--- src/rtl/music_sequencer_if.sv ---
// Control and note-memory bus between a music_sequencer and its host/ROM.
// The master side drives playback controls and ROM data; the slave side is the sequencer.
interface music_sequencer_if #(
    parameter int ADDR_W = 8,
    parameter int DUR_W  = 8
);
    logic                  start;
    logic                  stop;
    logic                  pause;
    logic [ADDR_W-1:0]     rom_addr;
    logic [32+DUR_W-1:0]   rom_data;
    logic [31:0]           Divn;
    logic                  mute;
    logic                  busy;
    logic                  song_done;
    logic [ADDR_W-1:0]     note_idx;

    modport master (
        output start, stop, pause, rom_data,
        input  rom_addr, Divn, mute, busy, song_done, note_idx
    );

    modport slave (
        input  start, stop, pause, rom_data,
        output rom_addr, Divn, mute, busy, song_done, note_idx
    );
endinterface

--- src/rtl/music_sequencer.sv ---
// Steps through {dur, div} note words and drives a music-box divider's divisor and mute,
// with an articulation gap between notes, rests, an end marker and optional looping.
module music_sequencer #(
    parameter int ADDR_W     = 8,
    parameter int DUR_W      = 8,
    parameter int TEMPO_DIV  = 2500000,
    parameter int GAP_CYCLES = 1000,
    parameter int LOOP       = 0
) (
    input  logic               fin,
    input  logic               reset,
    music_sequencer_if.slave   bus
);
    localparam int TICK_W = (TEMPO_DIV > 1) ? $clog2(TEMPO_DIV) : 1;
    localparam int GAP_W  = (GAP_CYCLES > 1) ? $clog2(GAP_CYCLES) : 1;
    localparam logic [TICK_W-1:0] TICK_LAST = TICK_W'(TEMPO_DIV - 1);
    localparam logic [GAP_W-1:0]  GAP_LAST  = GAP_W'((GAP_CYCLES > 0) ? GAP_CYCLES - 1 : 0);

    typedef enum logic [2:0] {IDLE, FETCH, LATCH, PLAY, GAP, DONE} state_t;

    state_t              state_q, state_d;
    logic [TICK_W-1:0]   tick_cnt;
    logic [DUR_W-1:0]    dur_cnt;
    logic [GAP_W-1:0]    gap_cnt;
    logic [ADDR_W-1:0]   rom_addr_q;
    logic [ADDR_W-1:0]   note_idx_q;
    logic [31:0]         divn_q;
    logic                mute_q;
    logic                busy_q;
    logic                song_done_q;

    logic [DUR_W-1:0]    rom_dur;
    logic [31:0]         rom_div;
    logic                tick_end;
    logic                note_end;
    logic                gap_end;
    logic                play_silent;

    assign rom_dur  = bus.rom_data[32 +: DUR_W];
    assign rom_div  = bus.rom_data[31:0];
    assign tick_end = (tick_cnt == TICK_LAST);
    assign note_end = tick_end && (dur_cnt == DUR_W'(1));
    assign gap_end  = (gap_cnt == GAP_LAST);
    // A rest keeps the output muted; in LATCH the new word decides, in PLAY the latched one.
    assign play_silent = (state_q == LATCH) ? (rom_div == 32'd0) : (divn_q == 32'd0);

    always_ff @(posedge fin or posedge reset) begin
        if (reset) state_q <= IDLE;
        else       state_q <= state_d;
    end

    always_comb begin
        state_d = state_q;
        if (bus.stop) begin
            state_d = IDLE;
        end else begin
            case (state_q)
                IDLE:  if (bus.start) state_d = FETCH;
                FETCH: state_d = LATCH;
                LATCH: begin
                    if (rom_dur == '0) state_d = (LOOP != 0) ? FETCH : DONE;
                    else               state_d = PLAY;
                end
                PLAY:  if (!bus.pause && note_end) state_d = (GAP_CYCLES == 0) ? FETCH : GAP;
                GAP:   if (!bus.pause && gap_end) state_d = FETCH;
                DONE:  state_d = IDLE;
                default: state_d = IDLE;
            endcase
        end
    end

    always_ff @(posedge fin or posedge reset) begin
        if (reset) begin
            tick_cnt    <= '0;
            dur_cnt     <= '0;
            gap_cnt     <= '0;
            rom_addr_q  <= '0;
            note_idx_q  <= '0;
            divn_q      <= '0;
            mute_q      <= 1'b1;
            busy_q      <= 1'b0;
            song_done_q <= 1'b0;
        end else begin
            busy_q      <= (state_d != IDLE);
            song_done_q <= (state_d == DONE);
            mute_q      <= !((state_d == PLAY) && !bus.pause && !play_silent);
            if (bus.stop) begin
                tick_cnt <= '0;
                dur_cnt  <= '0;
                gap_cnt  <= '0;
            end else begin
                case (state_q)
                    IDLE: if (bus.start) rom_addr_q <= '0;
                    LATCH: begin
                        if (rom_dur == '0) begin
                            if (LOOP != 0) rom_addr_q <= '0;
                        end else begin
                            divn_q     <= rom_div;
                            note_idx_q <= rom_addr_q;
                            dur_cnt    <= rom_dur;
                            tick_cnt   <= '0;
                        end
                    end
                    PLAY: if (!bus.pause) begin
                        if (tick_end) begin
                            tick_cnt <= '0;
                            dur_cnt  <= dur_cnt - 1'b1;
                            gap_cnt  <= '0;
                            if (note_end && (GAP_CYCLES == 0)) rom_addr_q <= rom_addr_q + 1'b1;
                        end else begin
                            tick_cnt <= tick_cnt + 1'b1;
                        end
                    end
                    GAP: if (!bus.pause) begin
                        if (gap_end) begin
                            gap_cnt    <= '0;
                            rom_addr_q <= rom_addr_q + 1'b1;
                        end else begin
                            gap_cnt <= gap_cnt + 1'b1;
                        end
                    end
                    default: ;
                endcase
            end
        end
    end

    assign bus.rom_addr  = rom_addr_q;
    assign bus.note_idx  = note_idx_q;
    assign bus.Divn      = divn_q;
    assign bus.mute      = mute_q;
    assign bus.busy      = busy_q;
    assign bus.song_done = song_done_q;
endmodule
--- src/flat_wrapper.sv ---
// flat-port wrapper written by rule: the top's interface ports become plain ports
module music_sequencer_flat 
#(
    parameter int ADDR_W     = 8,
    parameter int DUR_W      = 8,
    parameter int TEMPO_DIV  = 2500000,
    parameter int GAP_CYCLES = 1000,
    parameter int LOOP       = 0
)
  (fin, reset, bus_start, bus_stop, bus_pause, bus_rom_data, bus_rom_addr, bus_Divn, bus_mute, bus_busy, bus_song_done, bus_note_idx);
  music_sequencer_if #(.ADDR_W(ADDR_W), .DUR_W(DUR_W)) bus_i ();
  input  logic fin;
  input  logic reset;
  input wire logic [$bits(bus_i.start)-1:0] bus_start;
  input wire logic [$bits(bus_i.stop)-1:0] bus_stop;
  input wire logic [$bits(bus_i.pause)-1:0] bus_pause;
  input wire logic [$bits(bus_i.rom_data)-1:0] bus_rom_data;
  output wire logic [$bits(bus_i.rom_addr)-1:0] bus_rom_addr;
  output wire logic [$bits(bus_i.Divn)-1:0] bus_Divn;
  output wire logic [$bits(bus_i.mute)-1:0] bus_mute;
  output wire logic [$bits(bus_i.busy)-1:0] bus_busy;
  output wire logic [$bits(bus_i.song_done)-1:0] bus_song_done;
  output wire logic [$bits(bus_i.note_idx)-1:0] bus_note_idx;
  assign bus_i.start = bus_start;
  assign bus_i.stop = bus_stop;
  assign bus_i.pause = bus_pause;
  assign bus_i.rom_data = bus_rom_data;
  assign bus_rom_addr = bus_i.rom_addr;
  assign bus_Divn = bus_i.Divn;
  assign bus_mute = bus_i.mute;
  assign bus_busy = bus_i.busy;
  assign bus_song_done = bus_i.song_done;
  assign bus_note_idx = bus_i.note_idx;
  music_sequencer #(.ADDR_W(ADDR_W), .DUR_W(DUR_W), .TEMPO_DIV(TEMPO_DIV), .GAP_CYCLES(GAP_CYCLES), .LOOP(LOOP)) u_core (.fin(fin), .reset(reset), .bus(bus_i));
endmodule
--- config.mk ---
export PLATFORM = sky130hd
export DESIGN_NAME = music_sequencer_flat
export DESIGN_NICKNAME = d
export VERILOG_FILES = /design/src/rtl/music_sequencer_if.sv /design/src/rtl/music_sequencer.sv /design/src/flat_wrapper.sv
export SDC_FILE = /design/constraint.sdc
export NUM_CORES = 1
export LEC_CHECK = 0
export ABC_AREA = 1
export ABC_CLOCK_PERIOD_IN_PS = 3800
export CORE_UTILIZATION = 53
export CTS_CLUSTER_DIAMETER = 200
export CTS_CLUSTER_SIZE = 12
export DETAILED_ROUTE_END_ITERATION = 8
export PLACE_DENSITY = 0.8
export SETUP_SLACK_MARGIN = 0.2
export SLEW_MARGIN = 10
export SYNTH_ARGS = -nofsm -noshare
export SYNTH_HDL_FRONTEND = slang
export SYNTH_SLANG_ARGS = --single-unit
--- constraint.sdc ---
create_clock -name fin -period 3.8 [get_ports fin]
set_clock_uncertainty 0.15 [all_clocks]
set_input_delay 0.95 -clock fin [delete_from_list [all_inputs] [get_ports fin]]
set_output_delay 0.95 -clock fin [all_outputs]
set_load 0.01 [all_outputs]
Word-level counts from Yosys, hierarchy flattened

Cells that the tools add are included.

Logic and storage cells: 80
Output and inout bits: 51
Input bits: 45
Bits in registers: 94

Reductions and logical operators: 21
Bitwise operators: 2
Equality and inequality tests: 16
Add/subtract/negate cells: 4
Muxes and demuxes: 27

Operator list:

| operator                                                           | count |
|---|---|
| 22-bit two-way mux                                                 | 4 |
| 32-bit zero test                                                   | 2 |
| 8-bit two-way mux                                                  | 7 |
| 10-bit two-way mux                                                 | 5 |
| 22-bit case mux with 2 select lines                                | 1 |
| 8-bit case mux with 2 select lines                                 | 2 |
| 22-bit by 1-bit adder with 22-bit output, second input constant    | 1 |
| 22-bit == test, second input constant                              | 1 |
| 10-bit case mux with 2 select lines                                | 1 |
| 3-bit two-way mux                                                  | 5 |
| 3-bit case mux with 5 select lines                                 | 1 |
| 10-bit by 1-bit adder with 10-bit output, second input constant    | 1 |
| 10-bit == test, second input constant                              | 1 |
| 3-bit by 2-bit == test with 1-bit output, second input constant    | 3 |
| 3-bit inequality test, second input constant                       | 3 |
| 3-bit nonzero test                                                 | 3 |
| 8-bit by 1-bit adder with 8-bit output, second input constant      | 1 |
| 8-bit by 1-bit == test with 1-bit output, second input constant    | 1 |
| 8-bit zero test                                                    | 1 |
| 4-bit AND reduction                                                | 2 |
| 8-bit by 1-bit subtractor with 8-bit output, second input constant | 1 |
| 3-bit == test, second input constant                               | 2 |
| 3-bit AND reduction                                                | 2 |
| 1-bit logical AND                                                  | 5 |
| 10 further kinds                                                   | 14 |

Logic depth before layout (Yosys ltp)

Gate-level depths: netlist of the first run.

Depth in word-level cells: 10
Depth in mapped cells: 12
Gate-level depth less buffers: 11

Worst setup path after synthesis of the first run

No wires, ideal clock.

Kind: input port to flip-flop
Start: input port bus_rom_data[39]
End: register u_core.divn_q[12], in the netlist u_core.bus.Divn[12]
Cell stages on the path: 7
Setup time: 125 ps
Path slack: 1571 ps
Arrival: 1954 ps
Path buffers: 1
Data required time: 3525 ps
Path through: nor2_1 -> nand2_1 -> o21ai_2 -> inv_2 -> nand2_4 -> buf_6 -> mux2_4

Cells in the longest elaborated chain, start to end: 3

Ends and longest elaborated chain:

| what                                 | line                  | text |
|---|---|---|
| start, declared                      | flat_wrapper.sv:17    | `input wire logic [$bits(bus_i.rom_data)-1:0] bus_rom_data;` |
| 8-bit zero test                      | music_sequencer.sv:95 | `if (rom_dur == '0) begin` |
| 1-bit inverter (no source line)      | -                     |  |
| 3-bit AND reduction (no source line) | -                     |  |
| end signal, assigned                 | music_sequencer.sv:98 | `divn_q <= rom_div;` |
| end, declared                        | music_sequencer.sv:27 | `logic [31:0] divn_q;` |

Every way passes these cells.
A chain may end at the register's enable or synchronous reset.

Final worst setup path of the first run

Start: input port bus_stop
End: register u_core.divn_q[29], in the netlist u_core.bus.Divn[29]

Cells in the longest elaborated chain, start to end: 2

Ends and longest elaborated chain:

| what                                 | line               | text |
|---|---|---|
| start, declared                      | flat_wrapper.sv:15 | `input wire logic [$bits(bus_i.stop)-1:0] bus_stop;` |
| 1-bit inverter (no source line)      | -                  |  |
| 3-bit AND reduction (no source line) | -                  |  |

Every way passes these cells.

==> results by stage, run 1 <==
Synth:
- Counting flops and latches in the post-synthesis netlist gives 94.
- After synthesis, the mean cell area works out to 7.92 um^2.
- The number of nets handed over by synthesis was 735.
- The count of mapped cells out of synthesis is 685.
- The sequential fraction of the synthesis area is 43.4%.
- After synthesis the cells add up to 0.00542 mm^2.
- For this run, the number of Yosys warnings is 0.
- The count of unique library cells instantiated by Yosys is 44.

Finish:
- Cells fill 67.7% of the core in the end.
- The layout has 799 filler cells.
- The net total in the final layout is 828.
- The multi-input combinational cells in the finished layout cover a total of 0.00264 mm^2.
- The antenna diode instance count is 0.
- The sequential standard cell area is 0.00235 mm^2.
- The area growth from synthesis to layout is 23.1%.
- The post-route netlist has 11.1% of its cells at a drive strength greater than 1.

Clock network:
- Once the clock tree was built, the resizer swapped 0 gates to a different size.
- After clock tree synthesis, the clock-pin slew on the worst setup and hold paths is 0.10 ns.
- CTS built an H-tree with a depth of 3.
- The clock network latency to the later pin of the worst-skew pair is 0.38 ns.
- The tree is rooted in a sky130_fd_sc_hd__clkbuf_8.
- The longest clock path from root to sink contains 2 buffers.
- The setup fix buffers added after clock tree synthesis is 0.
- The total number of clock tree sinks is 94.
- Counting the buffers created by CTS gives 9.
- The CTS tree is done.
- The total of hold buffers inserted after clock tree synthesis is 0.

Route:
- The total routed wirelength is 13.3 mm.
- The total via count in the routed design is 4933.
- After detailed routing, the average wire length per cell comes to 14.5 um.
- The number of detailed-routing iterations run before antenna repair is 5.
- After the first detailed-routing iteration, the DRC count stood at 217.
- The remaining antenna violation count after routing is 0.
- For this run, design rule violations remaining after detail routing come to 0.
- The via count normalized by instance count is 5.39.

GRT:
- The initial antenna violation count came to 0.
- The first-pass GRT wire length is 21.1 mm.
- The number of global-route vias before repair is 4594.
- Summed over all layers, the global routing overflow is 0.
- Global routing used 25.9% of the available tracks across all layers.
- Entering global routing, the biggest net connects 95 pins.

STA:
- The top achievable clock speed is 0.363 GHz.
- In the final timing run, aggregate negative setup slack is 0 ns.
- The hold violation total from the final report came to 0.
- The slew of the pin with the lowest slew margin is 0.643 ns.
- Setup violations remaining at the end of the flow were counted as 0.
- The count of final max-slew check failures is 0.
- Across all setup checks in the final design, the least slack found is 1.04 ns.
- In this run the tightest slew margin relative to its limit is 57.1%.
- Of the available clock period, the critical path in the final layout requires 72.5%.
- The shortest period the worst path allows is 2.76 ns.
- Setup repair after global routing left no endpoint under its margin.

Worst setup path:
- STA puts the critical path data arrival time at 2.87 ns.
- Of all nets on the critical path, the largest fanout is 45.
- The worst setup path is launched from an input port.
- The classification of the worst setup path is input port to flop.
- The required time reported for the critical path endpoint is 3.91 ns.
- STA classifies the critical path endpoint as a flop.

Placed design:
- In this run the tool buffered the top-level ports with 95 buffer cells.
- The half-perimeter wire length of the detailed placement result is 9.70 mm.
- The placer congestion estimate is 0.933.
- The pre-CTS setup slack is 0.672 ns.

Die:
- The cell row count is 36.
- The initial utilization of the core area, before any placement, comes to 55.0%.
- During I/O placement, the number of pins put on the boundary was 96.
- The floorplan step defined a die boundary enclosing 0.0106 mm^2.
- The total core area is 0.00986 mm^2.
- Measured along the x axis, the die boundary spans 103 um.
- The die outline height is 103 um.

Run:
- The max-capacitance violation count is 0.

Power and ir drop:
- Summed over all cells, the static leakage comes to 3.04 nW.
- The maximum vdd drop is 0.299 mV.
- The total power is 3.22 mW.
- Dividing total power by cell area gives a power density of 482 mW/mm^2.

Hold path:
- The worst hold path class is flop to flop.

Status:
- The flow ran to the end, and the final reports show no timing, DRC or antenna violations.
==> where the power goes <==
part           switching (mW)  internal (mW)
Sequential              0.180           1.20
Combinational           0.455          0.614
Clock                   0.377          0.393
Total                    1.01           2.21
==> cell type report <==
cell class / count / area share, %
flip-flops and latches: 94 / 35.3
clock inverters: 6 / 1.41
well taps: 133 / 2.49
inverters: 78 / 4.54
repair buffers: 97 / 14.7
clock buffers: 10 / 2.06
multi-input cells: 498 / 39.6
==> placed cells by master (no fill, tap or decap), types with 4 or more instances in the layout <==
cell type and instances:
sky130_fd_sc_hd__nand2_1 175, sky130_fd_sc_hd__nor2_1 118, sky130_fd_sc_hd__clkdlybuf4s50_1 95, sky130_fd_sc_hd__dfrtp_1 93, sky130_fd_sc_hd__inv_1 65, sky130_fd_sc_hd__nand3_1 47
sky130_fd_sc_hd__mux2_4 20, sky130_fd_sc_hd__nand4_1 20, sky130_fd_sc_hd__o21ai_0 16, sky130_fd_sc_hd__o21ai_1 16, sky130_fd_sc_hd__nor3_1 10, sky130_fd_sc_hd__clkbuf_8 10
sky130_fd_sc_hd__inv_2 8, sky130_fd_sc_hd__a21oi_1 8, sky130_fd_sc_hd__xor2_1 7, sky130_fd_sc_hd__mux2_1 6, sky130_fd_sc_hd__o21ai_2 5, sky130_fd_sc_hd__mux2_2 5
sky130_fd_sc_hd__nand3_2 5, sky130_fd_sc_hd__nand2_2 5, sky130_fd_sc_hd__ha_1 5, sky130_fd_sc_hd__nand2_4 4, sky130_fd_sc_hd__nor2_4 4
==> metal layers <==
metal | track usage (%) | share of wire (%) | up-vias
met4 | 12.2 | 2.2 | 0
met2 | 43.3 | 46 | 194
met1 | 33.1 | 45 | 2329
met3 | 4.14 | 7.0 | 27
li1 | - | - | 2383
met5 | 0 | 0 | -
==> sequential cells by signal, indices dropped and copies added, names as in the netlist, 3 cells and up <==
name / count
u_core.dur_cnt: 8
u_core.tick_cnt: 22
u_core.bus.note_idx: 8
u_core.bus.rom_addr: 8
u_core.bus.Divn: 32
u_core.gap_cnt: 10
u_core.state_q: 3
==> metrics by stage <==
step / hold slack, ns / cells / area [um^2]
after floorplan: 0.321 / 685 / 5420
after global placement: 0.323 / 900 / 6440
after detailed placement: 0.326 / 900 / 6440
after CTS: 0.348 / 916 / 6680
after global routing: 0.376 / 916 / 6680
final: 0.346 / 916 / 6680
==> critical path, cell delays in order <==
cell	delay [ns]
sky130_fd_sc_hd__clkdlybuf4s50_1	0.78
sky130_fd_sc_hd__inv_4	0.19
sky130_fd_sc_hd__nand2_4	0.53
sky130_fd_sc_hd__mux2_2	0.40
==> path summary, 6_finish.rpt <==
check | from | to | slack [ns] | depth (start not counted)
worst max-delay path | bus_stop | u_core.bus.Divn[29] | 1.04 | 4
worst min-delay path | u_core.bus.note_idx[0] | u_core.bus.note_idx[0] | 0.35 | 2
worst max register to register | u_core.tick_cnt[0] | u_core.dur_cnt[6] | 1.60 | 11
worst min register to register | u_core.bus.note_idx[0] | u_core.bus.note_idx[0] | 0.35 | 2
max in group asynchronous | reset | u_core.gap_cnt[1] | 2.27 | 3
min in group asynchronous | reset | u_core.bus.Divn[8] | 0.88 | 3
==> cell families (layout without fill, tap and decap cells) <==
kind of cell / after synthesis / in the layout / share of synthesized area (%)
XOR/XNOR: 9 / 9 / 1.45
adder cells (fa/ha/maj): 5 / 5 / 1.15
AO/OA/AOI/OAI: 53 / 53 / 5.65
flip-flops: 94 / 94 / 43.4
multiplexers: 32 / 32 / 8.01
AND/OR/NAND/NOR: 399 / 399 / 32.5
buffers and inverters: 93 / 191 / 7.87
==> cell usage after synthesis, drive strengths merged <==
cell type	number	area (um^2)
a22oi	3	22.5
nor3	12	70.1
mux2	31	424
clkbuf	2	8.75
nand4	20	125
xnor2	2	17.5
a211oi	1	7.51
nand3	52	285
mux2i	1	10.0
o21bai	2	18.8
nand3b	2	15.0
nor4	2	12.5
a31oi	1	6.26
or2	2	12.5
o21ai	37	204
nor2	125	507
a21oi	8	40.0
xor2	7	61.3
clkinv	2	8.75
dfrtp	93	2330
dfstp	1	26.3
buf	13	116
nand2	184	733
ha	5	62.6
inv	76	293
o31ai	1	7.51
No activity file was read; power rests on OpenSTA's default activity.
==> inputs of run 2 (changes only) <==
Settings changed: ABC_CLOCK_PERIOD_IN_PS 3800 to 2700.
Clock period 3.8 ns to 2.7 ns, I/O delays scaled along.
==> results by stage, run 2 (synthesized netlist as in run 1, its figures left out) <==
Status:
- The flow ran to the end, and the final reports show no timing, DRC or antenna violations.

Route:
- The remaining antenna violation count after routing is 0.
- The first detailed-routing pass ran for 5 iterations.
- The total via count in the routed design is 4896.
- The total DRC errors in the routed layout is 0.
- The via count normalized by instance count is 5.29.
- The average detailed-routed wire length per instance is 14.1 um.
- The starting DRC count in detailed routing is 323.
- Wires add up to 13.1 mm.

GRT:
- The number of global-route vias before repair is 4558.
- The maximum number of pins on one net before global-route repair is 32.
- The initial antenna violation count is 0.
- For met1 alone, demand over resource in global routing was 34.8%.
- The first-pass GRT wire length is 21.3 mm.
- The met3 layer usage reported by global route is 5.29%.
- Global routing consumed, on the met2 layer, 41.1% of the routing resources.
- The total overflow reported by the global router is 0.
- The global-route total usage across every layer is 26.0%.
- The most used routing layer in global routing is met2.

STA:
- At the pin with the least slew margin, the transition time is 0.457 ns.
- The count of final max-slew check failures is 0.
- Setup repair after global routing left no endpoint under its margin.
- The final hold slack is 0.349 ns.
- Across all setup checks in the final design, the least slack found is 0.399 ns.
- The shortest period the worst path allows is 2.30 ns.
- Setup violations remaining at the end of the flow were counted as 0.
- Derived from the worst setup path, the maximum achievable clock frequency is 0.435 GHz.
- The worst pin sits at a relative slew slack of 69.5%.
- The post-route clock period utilization is 85.2%.
- The hold violation total from the final report is 0.
- Summed over all failing endpoints, the final setup total negative slack is 0 ns.

Worst setup path:
- The required time reported for the critical path endpoint is 1.88 ns.
- The destination of the critical timing path is bus_mute.
- The number of buffer and inverter instances along the worst setup path is 1.
- The kind of cell adding the most delay to the critical path is buffers and inverters.
- The critical path goes through clkdlybuf4s50_1.
- The depth of the critical timing path with buffers and inverters included is 1.
- The slowest cell on the critical path is sky130_fd_sc_hd__clkdlybuf4s50_1.
- The worst register-to-register path ends at u_core.dur_cnt[4].
- The element type at the critical path end is an output pin.
- The setup path with the least slack is of type flop to output pin.
- Counting cells, the worst reg-to-reg path comes to 10.
- The highest net fanout along the worst path is 1.
- The startpoint type of the worst setup path is a flop.
- The startpoint of the worst-slack reg-to-reg timing path is u_core.tick_cnt[0].
- The launching element of the worst setup path is u_core.bus.mute.
- The delay of the slowest cell on the worst path is 0.57 ns.
- The data arrival time of the worst path is 1.48 ns.
- The flop-to-flop setup slack is 0.52 ns.

Die:
- The floorplan has 36 rows.
- The die outline height is 103 um.
- The initial standard-cell utilization of the core is 55.0%.
- The total core area is 0.00986 mm^2.
- The area of the die is 0.0106 mm^2.
- During I/O placement, the number of pins put on the boundary was 96.
- The horizontal extent of the die is 103 um.

Finish:
- The filler cell count in the final layout is 768.
- The area growth from synthesis to layout is 24.6%.
- In the final layout, the share of cells above drive strength 1 is 12.1%.
- The library cells used most frequently in the layout, excluding fill and tap cells, are 175 x sky130_fd_sc_hd__nand2_1, 118 x sky130_fd_sc_hd__nor2_1, 95 x sky130_fd_sc_hd__clkdlybuf4s50_1, 93 x sky130_fd_sc_hd__dfrtp_1, 65 x sky130_fd_sc_hd__inv_1.
- The library cell used most frequently in the layout, excluding fill and tap cells, is sky130_fd_sc_hd__nand2_1.
- The repair_antennas step left the layout with diodes totalling 0.
- The net total in the final layout is 837.
- For this run, the share of the core covered by cells in the final layout is 68.5%.
- The number of flip-flops in the largest register is 32.

Clock network:
- At the later pin of the worst-skew pair, clock insertion delay measures 0.37 ns.
- TritonCTS built the clock tree.
- The worst-case clock buffer depth is 2.
- The clock root buffer master is sky130_fd_sc_hd__clkbuf_8.
- The TritonCTS buffer count is 9.
- The CTS H-tree depth is 3.
- The clock-pin slew of the registers on the worst-case setup and hold paths is 0.09 ns.
- The post-cts sizing count is 0.
- Clock tree synthesis found a total of 94 sinks.
- In this run the post-CTS setup repair buffer count came out at 0.
- The total of hold buffers inserted after clock tree synthesis is 0.

Placed design:
- The half-perimeter wire length of the detailed placement result is 9.92 mm.
- During placement, the flow inserted port buffers numbering 95.
- The pre-CTS setup slack is 0.121 ns.
- Routability-driven placement finished with a final weighted congestion of 0.951.

Power and ir drop:
- The total power per unit cell area is 657 mW/mm^2.
- The total power is 4.44 mW.
- VDD sags by at most 0.366 mV.
- The static leakage is 3.09 nW.

Hold path:
- The worst hold path class is flop to flop.

Run:
- The max-capacitance violation count is 0.
run 2: changes by cell type in the layout (fill, tap and decap cells not counted), sizes merged:
cell	previous run	this run
clkinvlp	1	2
inv	76	77
buf	2	11
bufinv	2	1
clkinv	5	4
run 2: worst min-delay path by stage:
stage,depth (start not counted),from,end,slack [ns]
after floorplan,2,u_core.gap_cnt[6],u_core.gap_cnt[6],0.32
after global placement,1,u_core.bus.note_idx[4],u_core.bus.note_idx[4],0.33
after detailed placement,2,u_core.bus.note_idx[2],u_core.bus.note_idx[2],0.33
after CTS,2,u_core.bus.note_idx[2],u_core.bus.note_idx[2],0.35
after global routing,1,u_core.bus.note_idx[4],u_core.bus.note_idx[4],0.39
final,2,u_core.bus.note_idx[2],u_core.bus.note_idx[2],0.35
run 2: final cells by class:
class | instances | area (um^2) | area share, %
Multi-Input combinational cell | 498 | 2640 | 39.1
Clock buffer | 10 | 138 | 2.04
Timing Repair Buffer | 106 | 1080 | 16.0
Tap cell | 133 | 166 | 2.46
Clock inverter | 6 | 68.8 | 1.02
Sequential cell | 94 | 2350 | 34.8
Inverter | 78 | 305 | 4.52
run 2: through the flow:
| step | cells | instance area, um^2 |
|---|---|---|
| global route | 925 | 6760 |
| detailed placement | 909 | 6550 |
| floorplan | 685 | 5430 |
| finish | 925 | 6760 |
| CTS | 925 | 6760 |
| global placement | 909 | 6550 |
run 2: power breakdown:
part	internal (mW)	total, mW	switching (mW)
sequential	1.69	1.94	0.253
combinational	0.885	1.52	0.636
clock	0.460	0.979	0.519
total	3.03	4.44	1.41
run 2: per-layer routing:
metal / wire, um / up-vias
met3: 873 / 30
met5: 0 / -
li1: - / 2408
met1: 5940 / 2268
met4: 360 / 0
met2: 5900 / 190
